[src/rtl/globals.vh]
// Project-wide constants shared by the stereo ADC front end.
// Include-guarded so several compilation units may pull it in.
`ifndef GLOBALS_VH
`define GLOBALS_VH

// 98.304 MHz system clock / 64 = 1.536 MHz modulator tick.
`define CLK_DIV_1536K 64
`define CIC_WIDTH     17
`define CIC_RATIO     32
`define CIC_ORDER     3

`endif

[src/rtl/module_stereo_adc_input_pkg.sv]
// Types, constants and output scaling shared by the stereo ADC front end
// and its per-channel CIC decimator.
`include "globals.vh"

package module_stereo_adc_input_pkg;

  localparam int CIC_WIDTH = `CIC_WIDTH;
  localparam int CIC_RATIO = `CIC_RATIO;
  localparam int CIC_ORDER = `CIC_ORDER;
  localparam int OUT_WIDTH = 18;
  localparam int PHASE_W   = $clog2(CIC_RATIO);

  typedef logic signed [CIC_WIDTH-1:0] cic_t;
  typedef logic signed [OUT_WIDTH-1:0] sample_t;

  typedef enum logic [2:0] {
    ST_IDLE,
    ST_C1,
    ST_C2,
    ST_C3,
    ST_OUT
  } comb_state_t;

  // Full-scale CIC output (+32768) would land one LSB above the 18-bit
  // positive limit after the x4 scale, so it is clamped.
  function automatic sample_t scale_sat(input cic_t c);
    logic signed [OUT_WIDTH:0] wide;
    wide = {c, 2'b00};
    if (wide > 19'sd131071)
      return 18'sd131071;
    else if (wide < -19'sd131072)
      return -18'sd131072;
    return wide[OUT_WIDTH-1:0];
  endfunction

endpackage

[src/rtl/cic3_decim32.sv]
// One channel of the 3rd-order, R=32, M=1 CIC decimator: bit-to-+/-1
// mapping, tick-enabled integrator chain and FSM-sequenced comb datapath.
module cic3_decim32
  import module_stereo_adc_input_pkg::*;
(
  input  logic        clk,
  input  logic        reset,
  input  logic        tick,
  input  logic        din,
  input  comb_state_t state,
  output cic_t        c3
);

  localparam cic_t X_POS = cic_t'(1);
  localparam cic_t X_NEG = cic_t'(-1);

  cic_t x;
  cic_t i1, i2, i3;
  cic_t d1, d2, d3;
  cic_t c1, c2;

  assign x = din ? X_POS : X_NEG;

  // Two's-complement wrap is intentional: the comb differences recover the
  // exact result as long as the register width covers the CIC bit growth.
  always_ff @(posedge clk or posedge reset) begin
    if (reset) begin
      i1 <= '0;
      i2 <= '0;
      i3 <= '0;
      d1 <= '0;
      d2 <= '0;
      d3 <= '0;
      c1 <= '0;
      c2 <= '0;
      c3 <= '0;
    end else begin
      // NOTE: non-blocking assignments make every stage read the previous
      // cycle's value, giving the registered integrator chain.
      if (tick) begin
        i1 <= i1 + x;
        i2 <= i2 + i1;
        i3 <= i3 + i2;
      end
      // I3 only moves on tick edges, and the next tick is at least two clks
      // after the decimation event, so C1 sees the value from the event.
      unique case (state)
        ST_C1: begin
          c1 <= i3 - d1;
          d1 <= i3;
        end
        ST_C2: begin
          c2 <= c1 - d2;
          d2 <= c1;
        end
        ST_C3: begin
          c3 <= c2 - d3;
          d3 <= c2;
        end
        default: ;
      endcase
    end
  end

endmodule

[src/rtl/module_stereo_adc_input.sv]
// Stereo sigma-delta ADC front end: input synchronizers, 1.536 MHz tick,
// feedback registers, shared comb FSM and warm-up gating of 48 kHz samples.
`include "globals.vh"

module module_stereo_adc_input
  import module_stereo_adc_input_pkg::*;
#(
  parameter int CLK_DIV        = `CLK_DIV_1536K,
  parameter int WARMUP_SAMPLES = 3
) (
  input  logic                 clk,
  input  logic                 reset,
  input  logic                 adc_in_l,
  input  logic                 adc_in_r,
  output logic                 adc_fb_l,
  output logic                 adc_fb_r,
  output logic                 sample_out_rdy,
  output logic signed [17:0]   sample_out_l,
  output logic signed [17:0]   sample_out_r
);

  localparam logic [6:0]         TICK_LAST  = 7'(CLK_DIV - 1);
  localparam logic [PHASE_W-1:0] PHASE_LAST = PHASE_W'(CIC_RATIO - 1);
  localparam logic [1:0]         WARM_LIMIT = 2'(WARMUP_SAMPLES);

  logic [1:0]         sync_l, sync_r;
  logic [6:0]         tick_cnt;
  logic               tick;
  logic [PHASE_W-1:0] phase;
  logic               dec_event;
  logic [1:0]         warm_cnt;
  comb_state_t        state_q, state_d;
  cic_t               c3_l, c3_r;

  assign tick      = (tick_cnt == TICK_LAST);
  assign dec_event = tick && (phase == PHASE_LAST);

  always_ff @(posedge clk or posedge reset) begin
    if (reset) begin
      sync_l   <= '0;
      sync_r   <= '0;
      tick_cnt <= '0;
      phase    <= '0;
      adc_fb_l <= 1'b0;
      adc_fb_r <= 1'b0;
    end else begin
      sync_l   <= {sync_l[0], adc_in_l};
      sync_r   <= {sync_r[0], adc_in_r};
      tick_cnt <= tick ? '0 : tick_cnt + 7'd1;
      if (tick) begin
        phase    <= phase + 1'b1;
        adc_fb_l <= sync_l[1];
        adc_fb_r <= sync_r[1];
      end
    end
  end

  always_ff @(posedge clk or posedge reset) begin
    if (reset) state_q <= ST_IDLE;
    else       state_q <= state_d;
  end

  always_comb begin
    // NOTE: assigning the default first keeps this block free of latches.
    state_d = state_q;
    unique case (state_q)
      ST_IDLE: if (dec_event) state_d = ST_C1;
      ST_C1:   state_d = ST_C2;
      ST_C2:   state_d = ST_C3;
      ST_C3:   state_d = ST_OUT;
      ST_OUT:  state_d = ST_IDLE;
      default: state_d = ST_IDLE;
    endcase
  end

  // Warm-up passes still run the combs so their delays are primed, but the
  // transient results are never published.
  always_ff @(posedge clk or posedge reset) begin
    if (reset) begin
      warm_cnt       <= '0;
      sample_out_rdy <= 1'b0;
      sample_out_l   <= '0;
      sample_out_r   <= '0;
    end else begin
      sample_out_rdy <= 1'b0;
      if (state_q == ST_OUT) begin
        if (warm_cnt == WARM_LIMIT) begin
          sample_out_rdy <= 1'b1;
          sample_out_l   <= scale_sat(c3_l);
          sample_out_r   <= scale_sat(c3_r);
        end else begin
          warm_cnt <= warm_cnt + 2'd1;
        end
      end
    end
  end

  cic3_decim32 u_cic_l (
    .clk   (clk),
    .reset (reset),
    .tick  (tick),
    .din   (sync_l[1]),
    .state (state_q),
    .c3    (c3_l)
  );

  cic3_decim32 u_cic_r (
    .clk   (clk),
    .reset (reset),
    .tick  (tick),
    .din   (sync_r[1]),
    .state (state_q),
    .c3    (c3_r)
  );

endmodule

[config.mk]
export PLATFORM = sky130hd
export DESIGN_NAME = module_stereo_adc_input
export DESIGN_NICKNAME = d
export VERILOG_FILES = /design/src/rtl/module_stereo_adc_input_pkg.sv /design/src/rtl/cic3_decim32.sv /design/src/rtl/module_stereo_adc_input.sv
export VERILOG_INCLUDE_DIRS = /design/src /design/src/rtl
export SDC_FILE = /design/constraint.sdc
export NUM_CORES = 1
export LEC_CHECK = 0
export ABC_AREA = 1
export CAP_MARGIN = 20
export CORE_UTILIZATION = 60
export CTS_CLUSTER_DIAMETER = 120
export DETAILED_ROUTE_END_ITERATION = 12
export PLACE_DENSITY = 0.77
export SLEW_MARGIN = 15
export SYNTH_ARGS = -nofsm -noshare
export SYNTH_HDL_FRONTEND = slang
export SYNTH_HIERARCHICAL = 1
export SYNTH_SLANG_ARGS = --single-unit
[constraint.sdc]
create_clock -name clk -period 6.4 [get_ports clk]
set_input_delay 1.28 -clock clk [delete_from_list [all_inputs] [get_ports clk]]
set_output_delay 1.28 -clock clk [all_outputs]
set_load 0.03 [all_outputs]
# == Word level (Yosys, flattened, before mapping) ==
# Index checks and enable logic that the tools add are counted.
# Widths: inputs -> output; s select.
# word_totals
elab_cells,82
inputBits,4
register_bits,366
latch_bits,0
mem_bits_rw,0
output_inout_bits,39
n_memories,0
romBits,0
# op_classes
add_sub_neg,15
n_eq_ne,8
muxes,21
n_lt_le_gt_ge,4
shift,0
bitwise_logic,1
n_div,0
multipliers,0
reduce_logical,4
# op_table
op,count
$mux 18,6
$add 17x17->17,6
$sub 17x17->17,6
$gt 19x18->1 const B,2
$lt 19x18->1 const B,2
$mux 17,2
$pmux 3 s4,1
$mux 1,10
$add 7x1->7 const B,1
$eq 7x6->1 const B,1
$mux 7,1
$eq 3x2->1 const B,2
$add 5x1->5 const B,1
$eq 5x5->1 const B,1
$reduce_and 2->1,2
$eq 3x1->1 const B,1
$eq 3x3->1 const B,1
$logic_not 3->1,1
$mux 3,1
$add 2x1->2 const B,1
$eq 2x2->1 const B,1
$ne 2x2->1 const B,1
$logic_and 1x1->1,1
$not 1->1,1

# == Logic depth before layout (Yosys ltp) ==
# Gate-level depths: netlist (run 1).
# logic_depth
word_depth,6
mapped_depth,13

# == Modules after synthesis ==
# The synthesis (run 1) kept the hierarchy.
# by_module_without_submodules
mod,cells_per_inst,seq_area_each_um2,instances,area_per_inst_um2
cic3_decim32 at u_cic_l,1843,3828.7,1,11796.3
cic3_decim32 at u_cic_r,1836,3828.7,1,11765.0
module_stereo_adc_input,316,1451.4,1,2645.0

# == Worst setup path before layout (run 1) ==
# No wires, ideal clock.
# synth_timing
path_kind,reg2out
start,register sample_out_l[1]
end,output port sample_out_l[1]
arrival_time_ns,0.721
n_path_buf,1
path_stages_with_launch,2
path_slack_ns,4.399
required_time_ns,5.120
cell_sequence,dfrtp_1 > buf_4
# synth_lines
item,line_no,text
from (decl),module_stereo_adc_input.sv:18,"output logic signed [17:0] sample_out_l,"
from (signal assigned),module_stereo_adc_input.sv:89,sample_out_l <= scale_sat(c3_l);
# No word-level cell between the ends.

# == Worst setup path after layout (run 1) ==
# layout_timing
start,register tick_cnt[0]
end,register u_cic_l.i3[7]
# layout_between
elab_chain_cells,1
# layout_rtl
item,line_no,text
from (decl),module_stereo_adc_input.sv:27,logic [6:0] tick_cnt;
from (signal assigned),module_stereo_adc_input.sv:49,tick_cnt <= tick ? '0 : tick_cnt + 7'd1;
$eq 7x6->1,module_stereo_adc_input.sv:35,assign tick = (tick_cnt == TICK_LAST);
named net tick,module_stereo_adc_input.sv:28,logic tick;
to (signal assigned),cic3_decim32.sv:43,i3 <= i3 + i2;
to (decl),cic3_decim32.sv:18,"cic_t i1, i2, i3;"
# The timed path passes the listed nets, and every way through them passes these cells.
# A chain may end at the register's enable or synchronous reset.

==> results summary, run 1 <==
Yosys instantiated no cell more often than nand2_1. The top fanout value on the critical path is 52. The arrival time at the worst endpoint came out at 3790 ps.

The number of clock buffers inserted by TritonCTS came out at 41. The net switching share of the total power came out at 0.211. The most numerous cell type found on the critical path is inv_1. The post-synthesis area per instance came out at 6.56 um^2. The sequential cell area is 9110 um^2.

The fraction of layout instances using a drive strength above 1 came out at 0.0400. In the final layout, the multi-input gates occupy 14000 um^2. Max-cap violations in this run came to 0. The H-tree was split into 2 levels. The hold buffer count at CTS is 0.

The number of global-route vias before repair is 21.7k. The clock period minus worst slack is 3340 ps. The critical path in this run is classified as flop to flop. The slowest stage of the critical path is the inv_1 cell. The cell sitting at the root of the clock tree is a clkbuf_16. The synthesized instance count is 3995. In the synthesized netlist the dominant register cell turns out to be dfrtp_1.

The critical path contains buffers and inverters numbering 4 combined. The setup TNS is 0 ps. The portion of total power attributed to the clock network came out at 0.512. The flow ran to the end, and the final reports show no timing, DRC or antenna violations. Grouping stages by cell kind, the critical path spends the most delay in buffers and inverters.

The max-slew headroom at the worst pin is 0.368. The register bit count reported by yosys came out at 364. After synthesis, the cell types taking the most area are dfrtp_1 (35%), nand2_1 (25%), inv_1 (10%). The maximum number of pins on one net before global-route repair came out at 82. The mean number of vias per cell came out at 4.91. The final routed DRC violation total is 0.

The final core utilization came out at 0.661. The initial antenna violation count is 1. The number of top-level design ports is 43.

The first-pass GRT wire length came out at 95300 um. The fraction of synthesized cell area taken by the top area cell type is 0.348. The congestion estimate from routability-driven global placement came to 0.880. The type of the worst min-delay path is flop to flop.

The final count of pins violating max slew is 0. STA classifies the critical path endpoint as a flop. The first-iteration detailed-routing DRC count came out at 1219.

The overall die area came out at 44500 um^2. The aggregate global routing overflow came out at 0. The number of hold violations in the final report came out at 0. Walking the worst path, the cells encountered are ha_1, nand3_2, inv_1, nand2_4, clkinv_2, inv_1, buf_4, a21oi_1, o21ai_0, nand2_1. The total routing usage reported by global routing is 0.253. The mapped netlist covers 26200 um^2. The slew at the pin with the worst max-slew slack is 948 ps.

After clock tree synthesis, the clock-pin slew on the worst setup and hold paths is 60 ps. The detail route stage leaves a number of antenna-violating nets equal to 0. The required time of the worst setup path came out at 6840 ps. Ranked by instance count, the synthesized netlist is headed by nand2_1 (1775), inv_1 (696), dfrtp_1 (364). The part of the power in combinational logic came out at 0.019.

The area growth from synthesis to layout is 8.65%. The netlist uses 37 different library cells. The area of placed instances came out at 27000 um^2.

Setup violations remaining at the end of the flow were counted as 0. The HPWL after detailed placement is 39700 um. The routed wire length came out at 53700 um.

The deepest clock path buffer count came out at 3. The Yosys step of the flow raised 6 warnings. The number of gates resized after cts is 0. The fraction of registers with async set or reset after synthesis is 1.00. Once the clock tree was built, the setup fixing pass inserted 0 buffers.

Setup repair after global routing left no endpoint under its margin. The internal power summed over all cells came out at 3.88 mW. The portion of the post-synthesis area used by sequential elements is 0.348. The number of filler instances in the final layout came out at 3898. The largest total area in the synthesized netlist belongs to dfrtp_1.

For this design the ratio of total power to cell area is 172 nW/um^2. The die height came out at 211 um. The post-placement cell count came out at 4564.

In this design, the stage delay of the slowest critical-path cell is 900 ps. For this run, the post-layout net count is 4234. The initial core utilization came out at 0.608. The net count after synthesis is 4207.

Clock skew on the completed layout was measured at 14.0 ps. For this design the static power due to leakage is 17.3 nW. Of the available clock period, the critical path in the final layout requires 0.522. The length of the first detailed-routing pass in iterations came out at 5.

The non-filler instance count after layout is 4641. The maximum achievable frequency came out at 299 MHz. Buffers placed on the I/O ports in this run total 42. The tree built by TritonCTS fans out to 364 sinks. The proportion of power drawn by flip-flops and latches is 0.470. The horizontal die dimension is 211 um. The via count of the routed design came out at 22.8k. The post-layout instance area came out at 28500 um^2. The average detailed-routed wire length per instance came out at 11.6 um. The placement row count came out at 76.

The net switching power figure came out at 1.03 mW. The final-layout worst hold slack is 352 ps. The worst IR drop on VDD came out at 0.153 mV. The core box area came out at 43100 um^2. The clock latency reported for the late side of the worst-skew pair is 560 ps. TritonCTS built the clock tree.

The launching element type of the critical path is a flop. The number of enable-type register cells in the synthesized netlist came out at 0.
-- registers in the layout (all words and copies together), names as in the netlist, 3 cells and up --
register / count
u_cic_r/d2: 17
u_cic_r/i3: 17
u_cic_l/i1: 17
sample_out_r: 17
u_cic_l/c3: 17
sample_out_l: 17
tick_cnt: 7
phase: 5
u_cic_l/i2: 17
u_cic_r/c1: 17
u_cic_l/i3: 17
u_cic_r/d1: 17
u_cic_r/c3: 17
u_cic_l/c1: 17
u_cic_r/i2: 17
u_cic_l/c2: 17
u_cic_r/c2: 17
u_cic_l/d3: 17
u_cic_l/d1: 17
u_cic_r/i1: 17
state_q: 3
u_cic_r/d3: 17
u_cic_l/d2: 17
-- cells in the final DEF (no fill, tap or decap), types with 14 or more instances in the layout --
cell type / count
a21oi_1: 116
and2_1: 21
buf_4: 14
clkbuf_16: 43
clkdlybuf4s50_1: 42
dfrtp_1: 364
ha_1: 196
inv_1: 693
nand2_1: 1775
nand3_1: 257
nand3b_1: 25
nor2_1: 125
nor3_1: 48
o21ai_0: 147
or2_2: 44
xnor2_1: 20
xor2_1: 22
-- per-stage QoR --
stage               worst slack (ps)  power (mW)
floorplan                        999        2.42
global placement                3110        2.44
detailed placement              3020        2.44
CTS                             3000        4.97
global route                    2720        5.09
finish                          3060        4.91
-- per-layer routing --
metal / GRT usage / wire, um / up-vias
met5: 0 / 0 / -
met4: 0.0797 / 1180 / 0
met3: 0.0257 / 1440 / 86
met2: 0.449 / 25500 / 280
met1: 0.323 / 25600 / 10200
li1: - / - / 12300
-- final timing paths --
check | startpoint | slack (ps) | cells after the start | to
setup reg to reg | tick_cnt[0] | 3060 | 10 | u_cic_l/i3[7]
min in group asynchronous | reset | 1180 | 2 | u_cic_r/d3[14]
max in group asynchronous | reset | 4000 | 3 | u_cic_r/i1[9]
hold / removal | sync_l[0] | 350 | 0 | sync_l[1]
setup / recovery | tick_cnt[0] | 3060 | 10 | u_cic_l/i3[7]
hold reg to reg | sync_l[0] | 350 | 0 | sync_l[1]
-- power groups by stage --
| stage | registers (mW) | logic (mW) | clock network (mW) |
|---|---|---|---|
| finish | 2.31 | 0.0928 | 2.51 |
| detailed placement | 2.35 | 0.0971 | 0 |
| floorplan | 2.35 | 0.0693 | 0 |
| global placement | 2.35 | 0.0957 | 0 |
| CTS | 2.30 | 0.0970 | 2.57 |
| global route | 2.30 | 0.110 | 2.67 |
-- cell families after synthesis --
logic type	share of synthesized area
and+or+nand+nor	0.361
buffers and inverters	0.119
DFF	0.348
AOI/OAI and AO/OA	0.0556
adders and majority gates	0.103
xor gates and xnor gates	0.0140
-- worst register-to-register path, cell delays in order (launching register included) --
cell	delay [ps]
dfrtp_1	420
ha_1	250
nand3_2	110
inv_1	90
nand2_4	130
clkinv_2	630
inv_1	930
buf_4	460
a21oi_1	80
o21ai_0	80
nand2_1	60
-- area by class of cell --
cell class | count | share of cell area
clock inverters | 16 | 0.00831
well taps | 585 | 0.0257
diodes | 1 | 0.0000879
inverters | 707 | 0.0938
multi-input cells | 2852 | 0.491
repair buffers | 56 | 0.0185
flip-flops and latches | 364 | 0.320
clock buffers | 60 | 0.0425
No activity file was read; power rests on OpenSTA's default activity.
==> inputs of run 2 (changes only) <==
==> constraint.sdc (replaced) <==
create_clock -name clk -period 3.1 [get_ports clk]
set_input_delay 0.62 -clock clk [delete_from_list [all_inputs] [get_ports clk]]
set_output_delay 0.62 -clock clk [all_outputs]
set_load 0.03 [all_outputs]
==> results summary, run 2 (same netlist as run 1, synthesis figures left out) <==
The category of cells accounting for the largest share of critical-path delay is buffers and inverters (unchanged). The maximum achievable frequency came out at 426 MHz. The number of buffer and inverter stages on the critical path is 1 (was 4). The initial antenna violation count came out at 0 (was 1).

The cell at the slowest stage of the critical path is clkdlybuf4s50_1 (was inv_1). The routed wire length is 54900 um (was 53700 um). The final count of pins violating max slew is 0 (unchanged). The mean number of vias per cell came to 4.93 (was 4.91). The power density of the placed cells came out at 354 nW/um^2 (was 172 nW/um^2). The largest clock skew in the final design came out at 20.6 ps (was 14.0 ps). The arrival time at the worst endpoint is 1730 ps (was 3790 ps). The remaining antenna violation count after routing is 0 (unchanged). The total routing usage reported by global routing is 0.261 (was 0.253). The clock period minus worst slack came out at 2350 ps. The first-pass GRT wire length is 97500 um (was 95300 um).

The worst IR drop on VDD came out at 0.320 mV (was 0.153 mV). The horizontal die dimension came out at 211 um (unchanged). The placement row count is 76 (unchanged). The max-capacitance violation count is 0 (unchanged). The deepest clock path buffer count is 3 (unchanged).

The TritonCTS sink count came out at 364 (unchanged). The launching element type of the critical path is a flop (unchanged). The largest incremental delay on the critical path came out at 750 ps (was 900 ps). The first-iteration detailed-routing DRC count was 1227 (was 1219). Cell Chain, Critical Path: clkdlybuf4s50_1 (was ha_1, nand3_2, inv_1, nand2_4, clkinv_2, inv_1, buf_4, a21oi_1, o21ai_0, nand2_1).

Unrepaired setup endpoints after global routing: false (unchanged). In the finished design, the share of the clock period the worst path needs comes to 0.757. The total number of H-tree levels is 2 (unchanged). The initial core utilization is 0.608 (unchanged). The fraction of layout instances using a drive strength above 1 is 0.0419 (was 0.0400). Run status: completed (unchanged).

The number of gates resized after cts came out at 0 (unchanged). The static leakage is 17.3 nW (about the same). The relative area change from synthesis to final layout is 9.27% (was 8.65%). The kind of end point of the critical path is an output pin (was flop). The number of global-route vias before repair came out at 21.9k (was 21.7k). The core box area is 43100 um^2 (unchanged).

Commonest cells after routing, fill and taps aside: nand2_1 (1775), inv_1 (693), dfrtp_1 (364) (unchanged). The clock root buffer is clkbuf_16 (unchanged). The length of the first detailed-routing pass in iterations came out at 5 (unchanged). The clock latency reported for the late side of the worst-skew pair is 580 ps (was 560 ps).

The maximum number of pins on one net before global-route repair came out at 93 (was 82). The hold buffer count at CTS is 0 (unchanged). The max-slew headroom at the worst pin is 0.275 (was 0.368). The post-placement cell count came to 4573 (was 4564).

The number of hold violations in the final report came out at 0 (unchanged). The count of nets after finishing came out at 4243 (was 4234). The via count of the routed design is 22.9k (was 22.8k). The total power after layout came out at 10.1 mW (was 4.91 mW). The start point of the critical path was adc_fb_r (was tick_cnt[0]).

The non-filler instance count after layout is 4646 (was 4641). The number of clock buffers inserted by TritonCTS came out at 41 (unchanged). The number of post-CTS setup repair buffers came out at 0 (unchanged). The setup slack on the worst flop-to-flop path came out at 800 ps (was 3060 ps). The type of the worst min-delay path was flop to flop (unchanged). The number of buffers added on ports is 42 (unchanged). The setup TNS was 0 ps (unchanged). The type of the worst setup path is flop to output pin (was flop to flop). The final estimated routing congestion in global placement is 0.860 (was 0.880). The number of antenna repair diodes was 0 (was 1).

The clock slew seen by the registers of the worst setup and hold paths came out at 60 ps (about the same). The top fanout value on the critical path came to 2 (was 52). The HPWL after detailed placement came out at 40700 um (was 39700 um). The number of setup violations in the final report came out at 0 (unchanged). The final-layout worst hold slack is 351 ps (was 352 ps). The slew at the pin with the worst max-slew slack came to 1090 ps (was 948 ps). The end of the worst register-to-register path is u_cic_l/i3[8] (was u_cic_l/i3[7]). The die height came to 211 um (unchanged).

The required time of the worst setup path is 2480 ps (was 6840 ps). The final routed DRC violation total came out at 0 (unchanged). The end point of the critical path was adc_fb_r (was u_cic_l/i3[7]). The number of top-level design ports came out at 43 (unchanged). The overall die area is 44500 um^2 (unchanged).

The count of cell instances traversed by the critical path was 1 (was 10). The average detailed-routed wire length per instance came out at 11.8 um (was 11.6 um). The worst flop-to-flop path startpoint is tick_cnt[0] (unchanged). The final core utilization is 0.665 (was 0.661). The worst reg2reg path depth is 8 (was 10). The clock tree from TritonCTS was built (unchanged). The aggregate global routing overflow is 0 (unchanged). The most common cell after layout, fill and taps aside is nand2_1 (unchanged).
[run 2: cell count changes in the layout (fill, tap and decap cells not counted), sizes merged]
cell      delta
clkbuf       +1
buf          +9
inv          -1
bufinv       -1
diode        -1
clkinvlp     +1
clkinv       -3
[run 2: metrics by stage]
stage	cell area [um^2]	worst slack [ps]
after CTS	28600	699
final	28600	753
after global placement	27200	866
after floorplan	26200	549
after global routing	28600	578
after detailed placement	27200	836
[run 2: worst min path at each step]
stage	slack, ps	startpoint	cells past startpoint	to
after global routing	380	sync_r[0]	0	sync_r[1]
final	350	sync_r[0]	0	sync_r[1]
after detailed placement	340	sync_r[0]	0	sync_r[1]
after floorplan	330	sync_l[0]	0	sync_l[1]
after CTS	360	sync_r[0]	0	sync_r[1]
after global placement	340	sync_r[0]	0	sync_r[1]
[run 2: routing by layer]
layer	track usage	wire length, um	up-vias
li1	-	-	12300
met2	0.469	26300	270
met4	0.0782	1450	0
met5	0	0	-
met3	0.0369	1590	88
met1	0.322	25500	10300
[run 2: final cells by class]
class,instances,area (um^2)
fill,3901,14400
multi-input combinational,2852,14000
sequential,364,9110
inverter,707,2670
clock buffer,61,1240
tap,585,732
timing repair buffer,65,706
clock inverter,12,193
[run 2: report_power, final]
part	internal, mW	switching [mW]	total (mW)
clock	3.18	1.99	5.18
combinational	0.0539	0.160	0.214
sequential	4.75	0.00274	4.76
==> inputs of run 3 (changes only) <==
--- a/config.mk
+++ b/config.mk
@@ -8,10 +8,10 @@
 export LEC_CHECK = 0
 export ABC_AREA = 1
 export CAP_MARGIN = 20
-export CORE_UTILIZATION = 60
+export CORE_UTILIZATION = 58
 export CTS_CLUSTER_DIAMETER = 120
 export DETAILED_ROUTE_END_ITERATION = 12
-export PLACE_DENSITY = 0.77
+export PLACE_DENSITY = 0.78
 export SLEW_MARGIN = 15
 export SYNTH_ARGS = -nofsm -noshare
 export SYNTH_HDL_FRONTEND = slang
==> constraint.sdc (replaced) <==
create_clock -name clk -period 2.1 [get_ports clk]
set_input_delay 0.42 -clock clk [delete_from_list [all_inputs] [get_ports clk]]
set_output_delay 0.42 -clock clk [all_outputs]
set_load 0.03 [all_outputs]
==> results summary, run 3 (same netlist as run 1, synthesis figures left out) <==
Run status: completed (unchanged). The final count of pins violating max slew is 0 (unchanged). The maximum number of pins on one net before global-route repair came out at 61 (was 93). The final core utilization came out at 0.653 (was 0.665).

The top fanout value on the critical path came to 2 (unchanged). The kind of end point of the critical path is an output pin (unchanged). The most common cell after layout, fill and taps aside was nand2_1 (unchanged). The worst IR drop on VDD is 0.554 mV (was 0.320 mV). The aggregate global routing overflow came out at 0 (unchanged). The total power after layout is 15.2 mW (was 10.1 mW). The largest incremental delay on the critical path came to 690 ps (was 750 ps). The TritonCTS sink count came out at 364 (unchanged). The relative area change from synthesis to final layout is 10.6% (was 9.27%). The power density of the placed cells is 525 nW/um^2 (was 354 nW/um^2). Dividing the final minimum period by the clock period gives 0.978.

The number of hold violations in the final report was 0 (unchanged). The routed wire length came out at 56600 um (was 54900 um). The final estimated routing congestion in global placement was 0.894 (was 0.860). The number of clock buffers inserted by TritonCTS was 43 (was 41). The category of cells accounting for the largest share of critical-path delay is buffers and inverters (unchanged). The number of post-CTS setup repair buffers came to 0 (unchanged). The number of top-level design ports is 43 (unchanged). The length of the first detailed-routing pass in iterations is 5 (unchanged). The overall die area came out at 46000 um^2 (was 44500 um^2).

The initial core utilization was 0.590 (was 0.608). The horizontal die dimension is 215 um (was 211 um). The fraction of layout instances using a drive strength above 1 was 0.0501 (was 0.0419).

The number of global-route vias before repair is 22.3k (was 21.9k). The clock root buffer is clkbuf_16 (unchanged). The max-capacitance violation count is 0 (unchanged).

The number of setup violations in the final report is 0 (unchanged). The cell at the slowest stage of the critical path is clkdlybuf4s50_1 (unchanged). The initial antenna violation count came out at 0 (unchanged).

Based on the critical path, the design can be clocked at up to 487 MHz. The type of the worst setup path is flop to output pin (unchanged). The via count of the routed design is 23.2k (was 22.9k). The static leakage is 17.5 nW (was 17.3 nW). The placement row count is 77 (was 76). The remaining antenna violation count after routing is 0 (unchanged).

The die height is 215 um (was 211 um). The first-iteration detailed-routing DRC count is 1327 (was 1227). Unrepaired setup endpoints after global routing: false (unchanged).

The first-pass GRT wire length came out at 100000 um (was 97500 um). The clock latency reported for the late side of the worst-skew pair is 570 ps (was 580 ps). The type of the worst min-delay path is input port to flop (was flop to flop). The clock slew seen by the registers of the worst setup and hold paths came out at 60 ps (about the same). The max-slew headroom at the worst pin came out at 0.544 (was 0.275). The HPWL after detailed placement is 42600 um (was 40700 um). The number of buffers added on ports came to 42 (unchanged).

The count of nets after finishing came out at 4268 (was 4243). Commonest cells after routing, fill and taps aside: nand2_1 (1770), inv_1 (692), dfrtp_1 (363) (was nand2_1 (1775), inv_1 (693), dfrtp_1 (364)). The final routed DRC violation total was 0 (unchanged). The clock tree from TritonCTS is built (unchanged). The arrival time at the worst endpoint came out at 1630 ps (was 1730 ps). Cell Chain, Critical Path: clkdlybuf4s50_1 (unchanged). The required time of the worst setup path was 1680 ps (was 2480 ps). The average detailed-routed wire length per instance came out at 12.1 um (was 11.8 um). The number of antenna repair diodes was 0 (unchanged).

The core box area came to 44400 um^2 (was 43100 um^2). The number of buffer and inverter stages on the critical path is 1 (unchanged). The deepest clock path buffer count is 3 (unchanged).

The total number of H-tree levels was 2 (unchanged). The slew at the pin with the worst max-slew slack came out at 685 ps (was 1090 ps). The total routing usage reported by global routing came out at 0.255 (was 0.261).

The mean number of vias per cell was 4.96 (was 4.93). The launching element type of the critical path is a flop (unchanged). The clock period minus worst slack is 2050 ps.

The largest clock skew in the final design came out at 21.0 ps (was 20.6 ps).
[run 3: final timing paths]
path	slack (ps)	endpoint	start	cells past startpoint
setup / recovery	50	sample_out_r[4]	sample_out_r[4]	1
setup reg to reg	120	u_cic_l/i2[8]	u_cic_l/i1[0]	9
hold / removal	290	sync_r[0]	adc_in_r	1
max in group asynchronous	1050	u_cic_r/d3[12]	reset	3
hold reg to reg	350	sync_l[1]	sync_l[0]	0
min in group asynchronous	490	u_cic_l/d1[0]	reset	2
[run 3: layout make-up]
cell class	instances	area [um^2]
flip-flops and latches	364	9110
clock inverters	15	221
clock buffers	62	1270
fillers	4127	15400
multi-input cells	2852	14000
repair buffers	88	982
well taps	592	741
inverters	707	2670
[run 3: power breakdown]
part | switching [mW] | internal, mW
registers | 0.00226 | 7.02
logic | 0.250 | 0.116
clock network | 3.01 | 4.81
[run 3: per-stage QoR]
step / hold WS [ps] / instance area, um^2 / setup TNS (ps) / worst slack, ps / std cells
6_report: 287 / 29000 / 0 / 47.0 / 4680
5_1_grt: 269 / 29000 / 0 / 1.12 / 4680
4_1_cts: 267 / 29000 / 0 / 11.6 / 4680
3_5_place_dp: 347 / 27500 / 0 / 142 / 4603
3_3_place_gp: 360 / 27500 / 0 / 189 / 4603
2_1_floorplan: 331 / 26200 / -76780 / -251 / 3995
[run 3: repair_timing]
| item | in CTS | in global routing |
|---|---|---|
| resized for setup | 1 | 10 |
| hold buffers | 0 | 0 |
| endpoints found under the setup margin | 1 | 9 |
[run 3: layer usage]
metal | track usage | routed length [um]
met5 | 0 | 0
met4 | 0.0724 | 1220
met3 | 0.0365 | 1630
met2 | 0.455 | 27400
met1 | 0.321 | 26400
